--- src/rtl/mode_ctrl_pkg.sv ---
// rtl/mode_ctrl_pkg.sv - shared state codes, key/switch field positions and helpers for mode_controller
package mode_ctrl_pkg;

    typedef enum logic [3:0] {
        ST_INIT  = 4'd0,
        ST_IDLE  = 4'd1,
        ST_REC   = 4'd2,
        ST_PLAY  = 4'd3,
        ST_MIX   = 4'd4,
        ST_PITCH = 4'd5
    } state_t;

    localparam int KEY_W    = 4;
    localparam int KEY_REC  = 0;
    localparam int KEY_PLAY = 1;
    localparam int KEY_STOP = 2;

    localparam int SW_W          = 18;
    localparam int SW_MIX        = 0;
    localparam int SW_PITCH      = 1;
    localparam int SW_MASK_LSB   = 2;
    localparam int SW_SLOT_LSB   = 13;
    localparam int SW_SLOT_W     = 3;
    localparam int SW_PITCH_MODE = 16;

    function automatic logic [3:0] popcount8(input logic [7:0] v);
        logic [3:0] n;
        n = 4'd0;
        for (int i = 0; i < 8; i++) begin
            n = n + {3'd0, v[i]};
        end
        return n;
    endfunction

endpackage

--- src/rtl/key_edge.sv ---
// rtl/key_edge.sv - registers level keys and flags their rising edges
module key_edge #(
    parameter int WIDTH = 4
) (
    input  logic             i_clk,
    input  logic             i_rst,
    input  logic [WIDTH-1:0] key,
    output logic [WIDTH-1:0] rise
);

    logic [WIDTH-1:0] key_q;

    always_ff @(posedge i_clk or posedge i_rst) begin
        if (i_rst) begin
            key_q <= '0;
        end else begin
            key_q <= key;
        end
    end

    assign rise = key & ~key_q;

endmodule

--- src/rtl/mode_controller.sv ---
// rtl/mode_controller.sv - record/play/mix/pitch mode sequencer with slot addressing
// Optional pitch path is built only when MODE_CTRL_PITCH_EN is defined.
module mode_controller
    import mode_ctrl_pkg::*;
#(
    parameter int NUM_SLOT   = 4,
    parameter int ADDR_W     = 23,
    parameter int SLOT_DEPTH = 2**21
) (
    input  logic                i_clk,
    input  logic                i_rst,
    input  logic [3:0]          i_key,
    input  logic [17:0]         i_sw,
    input  logic [3:0]          i_pitch_speed,
    input  logic                i_load_done,
    output logic [3:0]          o_mode,
    output logic                o_slot_err,
    output logic                o_rec_start,
    output logic                o_rec_pause,
    output logic                o_rec_stop,
    output logic [ADDR_W-1:0]   o_rec_addr,
    input  logic                i_rec_done,
    output logic                o_play_start,
    output logic                o_play_pause,
    output logic                o_play_stop,
    output logic [ADDR_W-1:0]   o_play_addr,
    input  logic                i_play_done,
    output logic                o_mix_start,
    output logic [NUM_SLOT-1:0] o_mix_mask,
    output logic [3:0]          o_mix_num,
    input  logic                i_mix_done,
    output logic                o_pitch_start,
    output logic                o_pitch_mode,
    output logic [3:0]          o_pitch_speed,
    output logic [ADDR_W-1:0]   o_pitch_addr,
    input  logic                i_pitch_done
);

    state_t                state;
    logic [KEY_W-1:0]      key_ev;
    logic [SW_SLOT_W-1:0]  slot_idx;
    logic                  slot_bad;
    logic [63:0]           base_full;
    logic [ADDR_W-1:0]     slot_base;
    logic [NUM_SLOT-1:0]   mask_in;
    logic [3:0]            mask_cnt;

    key_edge #(
        .WIDTH (KEY_W)
    ) u_key_edge (
        .i_clk (i_clk),
        .i_rst (i_rst),
        .key   (i_key),
        .rise  (key_ev)
    );

    assign slot_idx  = i_sw[SW_SLOT_LSB +: SW_SLOT_W];
    assign slot_bad  = {1'b0, slot_idx} >= 4'(NUM_SLOT);
    assign base_full = 64'(slot_idx) * 64'(SLOT_DEPTH);
    assign slot_base = base_full[ADDR_W-1:0];
    assign mask_in   = i_sw[SW_MASK_LSB +: NUM_SLOT];
    assign mask_cnt  = popcount8(8'(mask_in));
    assign o_mode    = state;

    // Only part of the switch bank, the spare key and the high product bits feed logic.
    logic unused_ok;
    assign unused_ok = ^{i_sw, key_ev[3], base_full, i_pitch_speed, i_pitch_done};

    always_ff @(posedge i_clk or posedge i_rst) begin
        if (i_rst) begin
            state         <= ST_INIT;
            o_slot_err    <= 1'b0;
            o_rec_start   <= 1'b0;
            o_rec_pause   <= 1'b0;
            o_rec_stop    <= 1'b0;
            o_rec_addr    <= '0;
            o_play_start  <= 1'b0;
            o_play_pause  <= 1'b0;
            o_play_stop   <= 1'b0;
            o_play_addr   <= '0;
            o_mix_start   <= 1'b0;
            o_mix_mask    <= '0;
            o_mix_num     <= 4'd0;
`ifdef MODE_CTRL_PITCH_EN
            o_pitch_start <= 1'b0;
            o_pitch_mode  <= 1'b0;
            o_pitch_speed <= 4'd0;
            o_pitch_addr  <= '0;
`endif
        end else begin
            o_slot_err    <= 1'b0;
            o_rec_start   <= 1'b0;
            o_rec_stop    <= 1'b0;
            o_play_start  <= 1'b0;
            o_play_stop   <= 1'b0;
            o_mix_start   <= 1'b0;
`ifdef MODE_CTRL_PITCH_EN
            o_pitch_start <= 1'b0;
`endif
            case (state)
                ST_INIT: begin
                    if (i_load_done) begin
                        state <= ST_IDLE;
                    end
                end

                // The highest-priority request is consumed even if it is rejected.
                ST_IDLE: begin
                    if (key_ev[KEY_REC]) begin
                        if (slot_bad) begin
                            o_slot_err <= 1'b1;
                        end else begin
                            state       <= ST_REC;
                            o_rec_start <= 1'b1;
                            o_rec_addr  <= slot_base;
                        end
                    end else if (key_ev[KEY_PLAY]) begin
                        if (slot_bad) begin
                            o_slot_err <= 1'b1;
                        end else begin
                            state        <= ST_PLAY;
                            o_play_start <= 1'b1;
                            o_play_addr  <= slot_base;
                        end
                    end else if (i_sw[SW_MIX]) begin
                        if (mask_in != '0) begin
                            state       <= ST_MIX;
                            o_mix_start <= 1'b1;
                            o_mix_mask  <= mask_in;
                            o_mix_num   <= mask_cnt;
                        end
                    end
`ifdef MODE_CTRL_PITCH_EN
                    else if (i_sw[SW_PITCH]) begin
                        if (slot_bad) begin
                            o_slot_err <= 1'b1;
                        end else begin
                            state         <= ST_PITCH;
                            o_pitch_start <= 1'b1;
                            o_pitch_mode  <= i_sw[SW_PITCH_MODE];
                            o_pitch_speed <= (i_pitch_speed == 4'd0) ? 4'd1 : i_pitch_speed;
                            o_pitch_addr  <= slot_base;
                        end
                    end
`endif
                end

                // Done takes precedence over a simultaneous stop request.
                ST_REC: begin
                    if (i_rec_done) begin
                        state       <= ST_IDLE;
                        o_rec_pause <= 1'b0;
                    end else begin
                        if (key_ev[KEY_STOP]) begin
                            o_rec_stop <= 1'b1;
                        end
                        if (key_ev[KEY_REC]) begin
                            o_rec_pause <= ~o_rec_pause;
                        end
                    end
                end

                ST_PLAY: begin
                    if (i_play_done) begin
                        state        <= ST_IDLE;
                        o_play_pause <= 1'b0;
                    end else begin
                        if (key_ev[KEY_STOP]) begin
                            o_play_stop <= 1'b1;
                        end
                        if (key_ev[KEY_PLAY]) begin
                            o_play_pause <= ~o_play_pause;
                        end
                    end
                end

                ST_MIX: begin
                    if (i_mix_done) begin
                        state <= ST_IDLE;
                    end
                end

`ifdef MODE_CTRL_PITCH_EN
                ST_PITCH: begin
                    if (i_pitch_done) begin
                        state <= ST_IDLE;
                    end
                end
`endif

                default: begin
                    state <= ST_INIT;
                end
            endcase
        end
    end

`ifndef MODE_CTRL_PITCH_EN
    assign o_pitch_start = 1'b0;
    assign o_pitch_mode  = 1'b0;
    assign o_pitch_speed = 4'd0;
    assign o_pitch_addr  = '0;
`endif

endmodule

--- config.mk ---
export PLATFORM = sky130hd
export DESIGN_NAME = mode_controller
export DESIGN_NICKNAME = d
export VERILOG_FILES = /design/src/rtl/mode_ctrl_pkg.sv /design/src/rtl/key_edge.sv /design/src/rtl/mode_controller.sv
export SDC_FILE = /design/constraint.sdc
export NUM_CORES = 1
export LEC_CHECK = 0
export ABC_AREA = 0
export BUFFER_PORTS_ARGS = -buffer_cell sky130_fd_sc_hd__buf_2
export CAP_MARGIN = 15
export CORE_MARGIN = 3
export CORE_UTILIZATION = 44
export CTS_BUF_LIST = sky130_fd_sc_hd__clkbuf_16
export DETAILED_ROUTE_END_ITERATION = 6
export PLACE_DENSITY = 0.86
export SLEW_MARGIN = 30
export SYNTH_ARGS = -nofsm -noshare
export SYNTH_HDL_FRONTEND = slang
export SYNTH_HIERARCHICAL = 1
export SYNTH_SLANG_ARGS = --single-unit
--- constraint.sdc ---
create_clock -name i_clk -period 4.18 [get_ports i_clk]
set_input_delay 0.209 -clock i_clk [delete_from_list [all_inputs] [get_ports i_clk]]
set_output_delay 0.209 -clock i_clk [all_outputs]
set_load 0.1 [all_outputs]
==> results summary, run 1 <==
STA classifies the critical path endpoint as a flip-flop. The CTS buffer count came out at 3. The final setup violation count is 0. The maximum clock skew at final layout came out at 0.004106 ns. The endpoint identified for the worst register-to-register timing path is o_mix_num[1]$_DFFE_PP0P_.

The largest buffer count on any clock path came out at 2. The worst register-to-register path begins at o_mode[2]$_DFFE_PP0P_. In this run the post-CTS setup repair buffer count came out at 0. The number of sinks driven by the clock tree came out at 25. The number of pins exceeding their max-slew limit in the final report came to 0. The via count of the first global-routing pass came out at 849. The post-synthesis average cell area is about 10 sq um. The number of cells produced by synthesis came out at roughly 170. Gates resized during post-CTS repair numbered 0. The number of maximum-capacitance constraint violations is 0. For this block, the routed nets add up to about 2700 microns of wire. The floorplan die height is 68.78 microns. After layout, the minimum clock period comes to between 1.5 and 2 ns.

The worst-case reg-to-reg path depth came out at 4. The number of nets in the layout came out at 245. The global routing usage summed across all routing layers is 0.1056. STA classifies the critical path startpoint as a flip-flop. The final weighted congestion in routability-driven placement came out at slightly above 0.7. The multi-input combinational cells in the finished layout cover a total of between 700 and 800 sq um. The clock transition at the registers of the reported paths came out at 0.06 ns. The worst setup path is of the reg -> reg kind.

The capturing element of the worst setup path is o_mix_num[1]$_DFFE_PP0P_. The number of cell rows is 22. After detailed routing, the number of vias per cell comes to ~4. The area of the core came out at around 3700 sq um. The worst register-to-register path has a setup slack of around 2.4 ns. Setup repair after global routing left no endpoint under its margin.

Summed over all layers, the global routing overflow is 0. CTS placed an instance of clkbuf_16 at the clock tree root. The number of hold-slack violations in the final timing report is 0.

The transition at the pin with the smallest max-transition slack came out at around 0.79 ns. The flow ran to the end, and the final reports show no timing, DRC or antenna violations. The number of buffer cells added on primary ports came out at 38. The clock latency on the worst-skew pair came out at ~0.25 ns. The worst path arrival time is around 1.9 ns.

The pin count of the biggest net entering global routing came out at 23. The normalized max-slew margin is 0.4727. The horizontal die dimension is 68.78 microns. The detailed-router iteration count before antenna repair came out at 4. The total buffers and inverters traversed by the critical path is 0. The critical path goes through nor3b_4 > and3_1 > nand2b_1 > mux2_4. For this run, the top clock speed supported by timing is around 0.56 GHz. The DRC violation count after routing came out at 0. The first-pass GRT wire length came out at 3767 microns. The hold-fix buffer count after cts is 1. The top fanout value on the critical path is 9.

TritonCTS built the clock tree. After routing, the total negative slack on setup checks comes to 0 ns. The Yosys step of the flow raised 6 warnings. The count of filler cells inserted in the layout came out at ~360.

The number of antenna violations at the first check in global routing came out at 0. The timing startpoint of the critical path is o_mode[2]$_DFFE_PP0P_. Counting buffers and inverters, the worst setup path is 4 cells deep. 0 antenna diodes ended up in the layout. The placed wire-length estimate after detailed placement is 2235 microns.

The initial core utilization came out at 0.4632. The detailed router placed 992 vias in this run. The boundary pin count is between 100 and 150. The floorplan step defined a die boundary enclosing ~4700 sq um.

Of the cells placed in the final design, the portion with a size suffix greater than 1 is 0.2754. Summing all flip-flop and latch instances after layout gives 625.6 sq um. The post-route fraction of the period consumed by the critical path came out at 0.4294. The cell family contributing the most delay on the critical path is simple AND/OR/NAND/NOR gates.

The final antenna-violating net count is 0. For this design, the slowest cell found on the critical path is dfrtp_1. The tightest min-delay check is of the in -> reg type. CTS built an H-tree with a depth of 1.

The routed wirelength normalized by instance count is 10.48 microns. For the worst setup path, the data required time is between 4 and 5 ns. Relative to the synthesized area, the layout overhead comes to 2.958%. The number of design-rule violations left by the first detailed-router iteration came out at 13. The post-synthesis instance area is between 1500 and 2000 sq um. The delay contributed by the slowest stage of the critical path is approximately 0.48 ns.
-- worst min-delay path by stage --
| stage | from | endpoint | slack, ns | cells after the start |
|---|---|---|---|---|
| 2_1_floorplan | i_rst | u_key_edge/key_q[0]$_DFF_PP0_ | -0.04 | 1 |
| 3_3_place_gp | i_rst | u_key_edge/key_q[2]$_DFF_PP0_ | 0.08 | 2 |
| 3_5_place_dp | i_rst | u_key_edge/key_q[2]$_DFF_PP0_ | 0.09 | 2 |
| 4_1_cts | i_key[2] | u_key_edge/key_q[2]$_DFF_PP0_ | 0.08 | 1 |
| 5_1_grt | i_key[2] | u_key_edge/key_q[2]$_DFF_PP0_ | 0.08 | 1 |
| 6_report | i_key[2] | u_key_edge/key_q[2]$_DFF_PP0_ | 0.08 | 1 |
-- cells in the final DEF, fill, tap and decap left out, types with 4 or more instances in the layout --
cell and instances:
buf_2 38, conb_1 73, dfrtp_1 25, inv_1 11
mux2_4 7, nand2_1 4, nand2b_1 5
-- sequential cells by signal (all words and copies together) (netlist names) --
name,flops
o_mix_mask,4
o_play_pause,1
u_key_edge/key_q,3
o_mix_start,1
o_mix_num,3
o_rec_addr,2
o_play_addr,2
o_rec_start,1
o_play_stop,1
o_play_start,1
o_rec_stop,1
o_mode,3
o_slot_err,1
o_rec_pause,1
-- final cells by class --
cell class / count / share of cell area
well taps: 48 / 0.03364
multi-input cells: 128 / 0.4359
inverters: 11 / 0.02313
repair buffers: 39 / 0.1121
clock buffers: 3 / 0.04205
flip-flops and latches: 25 / 0.3504
clock inverters: 1 / 0.002803
-- routing by layer --
metal	global-route usage	wire length (microns)
met4	0.04623	35
met1	0.1153	927
met3	0.02431	298
met2	0.1931	1411
met5	0	0
-- metrics by stage --
stage / utilization / setup WS (ns) / cell area (sq um) / cells / hold WS [ns]
5_1_grt: 0.4769 / 2.297 / 1785 / 255 / 0.07533
3_3_place_gp: 0.4529 / 2.388 / 1695 / 250 / 0.08252
3_5_place_dp: 0.4529 / 2.395 / 1695 / 250 / 0.09422
6_report: 0.4769 / 2.385 / 1785 / 255 / 0.08214
2_1_floorplan: - / 1.982 / 2004 / 238 / -0.03736
4_1_cts: 0.4769 / 2.384 / 1785 / 255 / 0.07842
-- worst reg2reg max path, delay by kind of cell (launching register included) --
kind          cells  cell delay [ns]
mux               1             0.39
simple gates      3             0.81
flops             1             0.48
Power of run 1 is left out: the tool's default activity adds up to more than one toggle a clock period on the data nets, which glitch-free logic cannot reach.
==> inputs of run 2 (changes only) <==
--- a/config.mk
+++ b/config.mk
@@ -9,10 +9,10 @@
 export BUFFER_PORTS_ARGS = -buffer_cell sky130_fd_sc_hd__buf_2
 export CAP_MARGIN = 15
 export CORE_MARGIN = 3
-export CORE_UTILIZATION = 44
+export CORE_UTILIZATION = 41
 export CTS_BUF_LIST = sky130_fd_sc_hd__clkbuf_16
 export DETAILED_ROUTE_END_ITERATION = 6
-export PLACE_DENSITY = 0.86
+export PLACE_DENSITY = 0.81
 export SLEW_MARGIN = 30
 export SYNTH_ARGS = -nofsm -noshare
 export SYNTH_HDL_FRONTEND = slang
==> constraint.sdc (replaced) <==
create_clock -name i_clk -period 1.8 [get_ports i_clk]
set_input_delay 0.09 -clock i_clk [delete_from_list [all_inputs] [get_ports i_clk]]
set_output_delay 0.09 -clock i_clk [all_outputs]
set_load 0.1 [all_outputs]
==> results summary, run 2 (same netlist as run 1, synthesis figures left out) <==
The number of pins exceeding their max-slew limit in the final report came to 0. The setup slack of the worst register-to-register path came out at around 0.16 ns. The final setup violation count came out at 0. The top fanout value on the critical path came out at 7. The critical path is of the in -> reg type.

The number of antenna violations at the first check in global routing is 0. The number of hold-slack violations in the final timing report is 0. The deepest level of the CTS H-tree is 1. The finished layout cell area came out at between 1500 and 2000 sq um. At the pin with the least slew margin, the transition time is around 0.82 ns. The routed wirelength normalized by instance count came out at between 10 and 15 microns. After detailed routing, the number of vias per cell comes to between 3 and 4.

The count of nets left with antenna violations once routing finished came out at 0. The initial core utilization came out at 0.4304. The aggregate routed wire length is between 2000 and 3000 microns. The startpoint class of the critical path is an input port. The worst-case reg-to-reg path depth is 5. The clock transition at the registers of the reported paths came out at around 0.060 ns. The worst setup path is captured at a flip-flop. The number of flip-flops under the largest register name came out at 4. Static timing analysis puts the maximum clock frequency at roughly 0.58 GHz. The maximum clock skew at final layout came out at 0.001854 ns. The post-route fraction of the period consumed by the critical path is 0.9540. The area enclosed by the die boundary came out at between 5000 and 6000 sq um.

The clock tree from TritonCTS is built. The final weighted congestion in routability-driven placement came out at ~0.74. The CTS buffer count is 3. Setup repair after global routing could not meet its margin everywhere. The number of cell rows came out at 23.

Counting I/O delays and the setup requirement, the final critical path takes 1.717 ns. The number of cells traversed by the worst hold path is 2. The global routing usage summed across all routing layers came out at 0.1134. For this run, design rule violations remaining after detail routing come to 0. The number of sinks driven by the clock tree came out at 25. The HPWL after detailed placement is around 2300 microns. The worst setup slack after placement came out at roughly 0.12 ns. The buffer type at the clock tree root is clkbuf_16. The largest buffer count on any clock path is 2. The first-pass GRT wire length is ~4300 microns. Once routing completed, OpenROAD measured the worst setup slack at approximately 0.083 ns. From bottom edge to top edge, the die measures around 71 microns. The launch point of the worst hold path is i_rec_done. The boundary pin count came out at 128. The worst register-to-register path ends at o_mix_num[1]$_DFFE_PP0P_. Summing over every cut layer, the via total after detailed routing is 1,035.

The worst hold margin is around 0.015 ns. The via count of the first global-routing pass came out at 916. The worst path arrival time came out at between 1.5 and 2 ns. The final core utilization is 0.4602. Compared with the post-synthesis result, the final layout area differs by 6.927%. The flow ran to the end, and the final reports show no timing, DRC or antenna violations. The top cell types in the final layout, fill and taps aside, are conb_1 (73), buf_2 (38), dfrtp_1 (22), inv_1 (12), mux2_4 (7). In this run, the number of DRC markers left after iteration 0 of detailed routing was 33. The detailed-router iteration count before antenna repair came out at 6. The number of buffers added for setup after CTS came out at 0. The filler cells instantiated in the layout total 395.

The worst hold path class is in -> reg. The repair_antennas step left the layout with diodes totalling 0. The total congestion overflow after global routing came out at 0. The number of buffer cells added on primary ports came out at 38. The horizontal die dimension came out at 71.04 microns. Max-cap violations in this run came to 0. The post-placement cell area came out at 1727 sq um. The area of the core came out at between 4000 and 5000 sq um. The worst register-to-register path begins at o_mode[0]$_DFFE_PP0P_. The fraction of layout instances using a drive strength above 1 came out at 0.3005. The required arrival time at the worst endpoint came out at just under 2 ns. More flip-flops sit in one register than any other, and that register is o_mix_mask. The clock latency on the worst-skew pair is approximately 0.26 ns. The worst hold path terminates at o_rec_stop$_DFF_PP0_. The number of nets in the layout is about 250. Entering global routing, the biggest net connects 23 pins. Measured against its own limit, the worst slew margin works out to 0.4536. The library cell used most frequently in the layout, excluding fill and tap cells, is conb_1.
## run 2: cell count changes in the layout (fill, tap and decap cells not counted), moves of 2 or more
cell,before,now
dlygate4sd3_1,1,4
dfrtp_1,25,22
buf_4,0,3
dfrtp_2,0,2
## run 2: how the worst max path moves through the flow
stage,startpoint,endpoint,depth (start not counted)
2_1_floorplan,o_mode[2]$_DFFE_PP0P_,o_play_addr[21]$_DFFE_PP0P_,4
5_1_grt,i_key[0],o_mode[0]$_DFFE_PP0P_,7
6_report,i_key[0],o_mode[0]$_DFFE_PP0P_,7
3_3_place_gp,i_sw[2],o_mix_num[1]$_DFFE_PP0P_,7
4_1_cts,i_key[0],o_mode[0]$_DFFE_PP0P_,7
3_5_place_dp,i_sw[2],o_mix_num[1]$_DFFE_PP0P_,7
## run 2: worst max-delay path, stage by stage
cell           delay, ns
dlygate4sd3_1       0.55
buf_2               0.13
nor2b_4             0.14
or3b_1              0.36
o221ai_2            0.19
nand2_1             0.10
a211o_1             0.30
## run 2: what timing repair did
item	in CTS	in global routing
hold endpoints to repair	6	0
endpoints found under the setup margin	0	7
resized for setup	0	2
hold buffers	4	0
## run 2: stage by stage
step	instances	TNS [ns]
after floorplan	238	0
after global placement	255	0
after detailed placement	255	0
after CTS	263	0
after global routing	263	-0.02020
final	263	0
## run 2: final cells by class
type	count	area, sq um	share of cell area
clock buffers	3	75.07	0.04049
clock inverters	1	3.754	0.002024
inverters	11	41.29	0.02227
multi-input cells	128	787.0	0.4244
flip-flops and latches	25	631.9	0.3408
well taps	50	62.56	0.03374
repair buffers	45	252.7	0.1363
## run 2: routing by layer
| layer | part of all wire | track usage |
|---|---|---|
| met3 | 0.11 | 0.03409 |
| met1 | 0.34 | 0.1281 |
| met2 | 0.53 | 0.1874 |
| met5 | 0 | 0 |
| met4 | 0.025 | 0.06889 |
Power of run 2 is left out for the same reason.
==> inputs of run 3 (changes only) <==
--- a/config.mk
+++ b/config.mk
@@ -9,12 +9,11 @@
 export BUFFER_PORTS_ARGS = -buffer_cell sky130_fd_sc_hd__buf_2
 export CAP_MARGIN = 15
 export CORE_MARGIN = 3
-export CORE_UTILIZATION = 41
+export CORE_UTILIZATION = 40
 export CTS_BUF_LIST = sky130_fd_sc_hd__clkbuf_16
 export DETAILED_ROUTE_END_ITERATION = 6
-export PLACE_DENSITY = 0.81
+export PLACE_DENSITY = 0.8
 export SLEW_MARGIN = 30
 export SYNTH_ARGS = -nofsm -noshare
 export SYNTH_HDL_FRONTEND = slang
-export SYNTH_HIERARCHICAL = 1
 export SYNTH_SLANG_ARGS = --single-unit
==> results summary, run 3 <==
The run finished with clean final reports. The sequential cell area in the final layout is around 630 sq um. The Yosys warning count came out at 0. Measured in cells, the most critical reg-to-reg path has a length of 4.

The endpoint of the worst register-to-register path is o_mix_num[2]$_DFFE_PP0P_. The floorplan step set the die width to ~71 microns. The total number of vias is 1,040.

TritonCTS built the clock tree. The largest buffer count on any clock path came out at 2. The startpoint class of the critical path is an input port.

Routability-driven placement finished with a final weighted congestion of 0.7010. Setup violations remaining at the end of the flow were counted as 0. The library cells used most frequently in the layout, excluding fill and tap cells, are conb_1 (73), buf_2 (38), dfrtp_1 (22), inv_1 (9), buf_4 (8). In this run, distinct cell masters in the synthesized netlist total 36.

The launch point of the worst hold path is i_mix_done. Entering global routing, the biggest net connects 18 pins. The share of the Yosys chip area taken by registers is 0.3729. Clock-pin slew was measured on the worst setup and hold paths at ~0.060 ns. The worst hold margin is around 0.022 ns.

The area of the core is slightly below 4000 sq um. CTS saw 25 sinks. The normalized max-slew margin is 0.5421. The total buffers and inverters traversed by the critical path came out at 3. The wire-length estimate of the detail-placed layout is between 2000 and 2500 microns. In the global route stage, overall resource usage came out at 0.1017. The cell with the most instances after synthesis is buf_4. The DRC violation count after routing came out at 0. The number of design-rule violations left by the first detailed-router iteration came out at 26. The count of filler cells inserted in the layout came out at around 390.

The type of the worst setup path is in -> reg. The number of pins exceeding their max-slew limit in the final report is 0. For this run, the number of standard cells in the final layout without fillers is roughly 260.

The post-synthesis sequential element count is 25. For this configuration, the core starts out at a cell density of 0.4354. The routed wirelength normalized by instance count is 10.90 microns. The deepest level of the CTS H-tree came out at 1. Walking the worst path, the cells encountered are dlygate4sd3_1 > buf_2 > nand2b_2 > nand2_2 > or3_4 > inv_4 > mux2_2.

The top fanout value on the critical path came out at 4. Counting flops per register, the top entry is o_mix_mask. The post-synthesis async set-or-reset flop share is 1.000. The number of nets in the layout came out at around 250. The clock latency on the worst-skew pair came out at 0.26 ns. The post-synthesis instance area came out at 1678 sq um. The largest total area in the synthesized netlist belongs to dfrtp_1. The number of antenna violations at the first check in global routing was 0. The CTS buffer count came out at 3.

The synthesis-to-layout area growth came out at 9.023%. The startpoint identified for the worst register-to-register timing path is o_mode[1]$_DFFE_PP0P_. The number of cells traversed by the worst hold path is 2. The antenna cell count is 0. Summing all multi-input logic gate instances after layout gives 719.4 sq um. The buffer type at the clock tree root is clkbuf_16. The post-synthesis average cell area came out at roughly 10 sq um. The floorplan die height came out at roughly 71 microns.

The via count of the first global-routing pass came out at between 900 and 1,000. The transition at the pin with the smallest max-transition slack came out at about 0.69 ns. The number of buffer cells added on primary ports is 38. The post-route fraction of the period consumed by the critical path came out at 0.9136. Setup repair after global routing left no endpoint under its margin. The worst hold path belongs to the class in -> reg. The number of cells produced by synthesis came out at roughly 170. The share of synthesized area in the top cell type comes to 0.3729. The area enclosed by the die boundary came out at roughly 5000 sq um.

In this run the remaining antenna-violating nets after routing total 0. For the final database, setup skew stands at 0.002013 ns. The fraction of layout instances using a drive strength above 1 is 0.3194. The number of enable-type register cells in the synthesized netlist is 0.

For hold timing, the worst endpoint is o_mode[2]$_DFFE_PP0P_. The number of cell rows is 22. STA puts the critical path data required time at roughly 1.9 ns. The number of buffers added for setup after CTS came out at 0. The slowest stage of the critical path is the dlygate4sd3_1 cell. The setup slack of the worst register-to-register path came out at about 0.22 ns. The worst path arrival time is between 1.5 and 2 ns. The register with the most flip-flops in the layout has 4 of them. In the post-synthesis netlist, the biggest area contributors are dfrtp_1 (37%), buf_4 (33%), mux2_2 (4.0%).

The detailed-router iteration count before antenna repair is 4. The first-pass GRT wire length is around 4200 microns. The number of maximum-capacitance constraint violations is 0.

The fmax came out at 0.6081 GHz. The delay contributed by the slowest stage of the critical path came out at around 0.52 ns. The number of hold-slack violations in the final timing report came out at 0.

For this run, the leading register cell type out of synthesis is dfrtp_1. The total congestion overflow after global routing came out at 0. STA classifies the critical path endpoint as a flip-flop.

After layout, the minimum clock period comes to 1.645 ns. Sorting the synthesized cells by how often they occur yields buf_4 (73), dfrtp_1 (25), inv_1 (9). In this design, the largest share of critical-path delay is due to buffers and inverters. The total placed cells including tap cells is approximately 260. The detailed-route vias per instance is 3.939. For this block, the routed nets add up to ~2900 microns of wire. The boundary pin count came out at 128. Leaving out fill and tap cells, the most frequent cell in the layout is conb_1.
run 3: changes by cell type in the layout (fill, tap and decap cells not counted), moves of 3 or more:
| cell | before | now |
|---|---|---|
| a21oi_1 | 1 | 4 |
| buf_4 | 3 | 8 |
| inv_1 | 12 | 9 |
| mux2_2 | 2 | 6 |
| mux2_4 | 7 | 2 |
| nand2b_1 | 5 | 2 |
| nor2b_4 | 3 | 0 |
run 3: how the worst max path moves through the flow:
stage / startpoint / endpoint / slack [ns] / cells past startpoint
3_5_place_dp: o_mode[2]$_DFFE_PP0P_ / o_mix_num[2]$_DFFE_PP0P_ / 0.12 / 5
3_3_place_gp: o_mode[1]$_DFFE_PP0P_ / o_mix_num[2]$_DFFE_PP0P_ / 0.15 / 4
6_report: i_key[1] / o_mix_num[2]$_DFFE_PP0P_ / 0.16 / 7
5_1_grt: i_key[1] / o_mix_num[2]$_DFFE_PP0P_ / 0.11 / 7
4_1_cts: i_key[1] / o_mix_num[2]$_DFFE_PP0P_ / 0.05 / 7
2_1_floorplan: o_mode[1]$_DFFE_PP0P_ / o_mix_num[1]$_DFFE_PP0P_ / -0.05 / 5
run 3: cell families (layout without fill, tap and decap cells):
logic type / count (synthesis) / after routing / synth area share
AO/OA/AOI/OAI: 14 / 14 / 0.05667
flip-flops: 25 / 25 / 0.3729
AND/OR/NAND/NOR: 24 / 24 / 0.09471
other: 1 / 73 / 0.002235
buffers and inverters: 86 / 65 / 0.3624
adder cells (fa/ha/maj): 4 / 4 / 0.03431
multiplexers: 11 / 11 / 0.07681
run 3: layout make-up:
class / count / share of cell area
clock buffer: 3 / 0.04104
clock inverter: 1 / 0.002736
inverter: 11 / 0.02462
multi-input combinational: 126 / 0.3933
sequential: 25 / 0.3468
tap: 48 / 0.03283
timing repair buffer: 50 / 0.1587
run 3: what timing repair did:
| item | in CTS | in global routing |
|---|---|---|
| endpoints found under the setup margin | 0 | 2 |
| hold endpoints to repair | 19 | 0 |
| hold buffers | 4 | 0 |
| resized for setup | 0 | 1 |
run 3: per-layer routing:
metal,share of wire,routed length (microns),vias up,global-route usage
li1,-,-,491,-
met1,0.37,1060,496,0.1194
met2,0.53,1527,53,0.1874
met3,0.10,289,0,0.03835
met4,0,0,0,0
met5,0,0,-,0
run 3: through the flow:
| stage | worst slack (ns) | utilization | area (sq um) | TNS, ns |
|---|---|---|---|---|
| global route | 0.1122 | 0.4747 | 1829 | 0 |
| global placement | 0.1493 | 0.4422 | 1704 | 0 |
| finish | 0.1555 | 0.4747 | 1829 | 0 |
| floorplan | -0.05184 | - | 1957 | -0.1451 |
| detailed placement | 0.1208 | 0.4422 | 1704 | 0 |
| CTS | 0.04596 | 0.4734 | 1824 | 0 |
Power of run 3 is left out for the same reason.
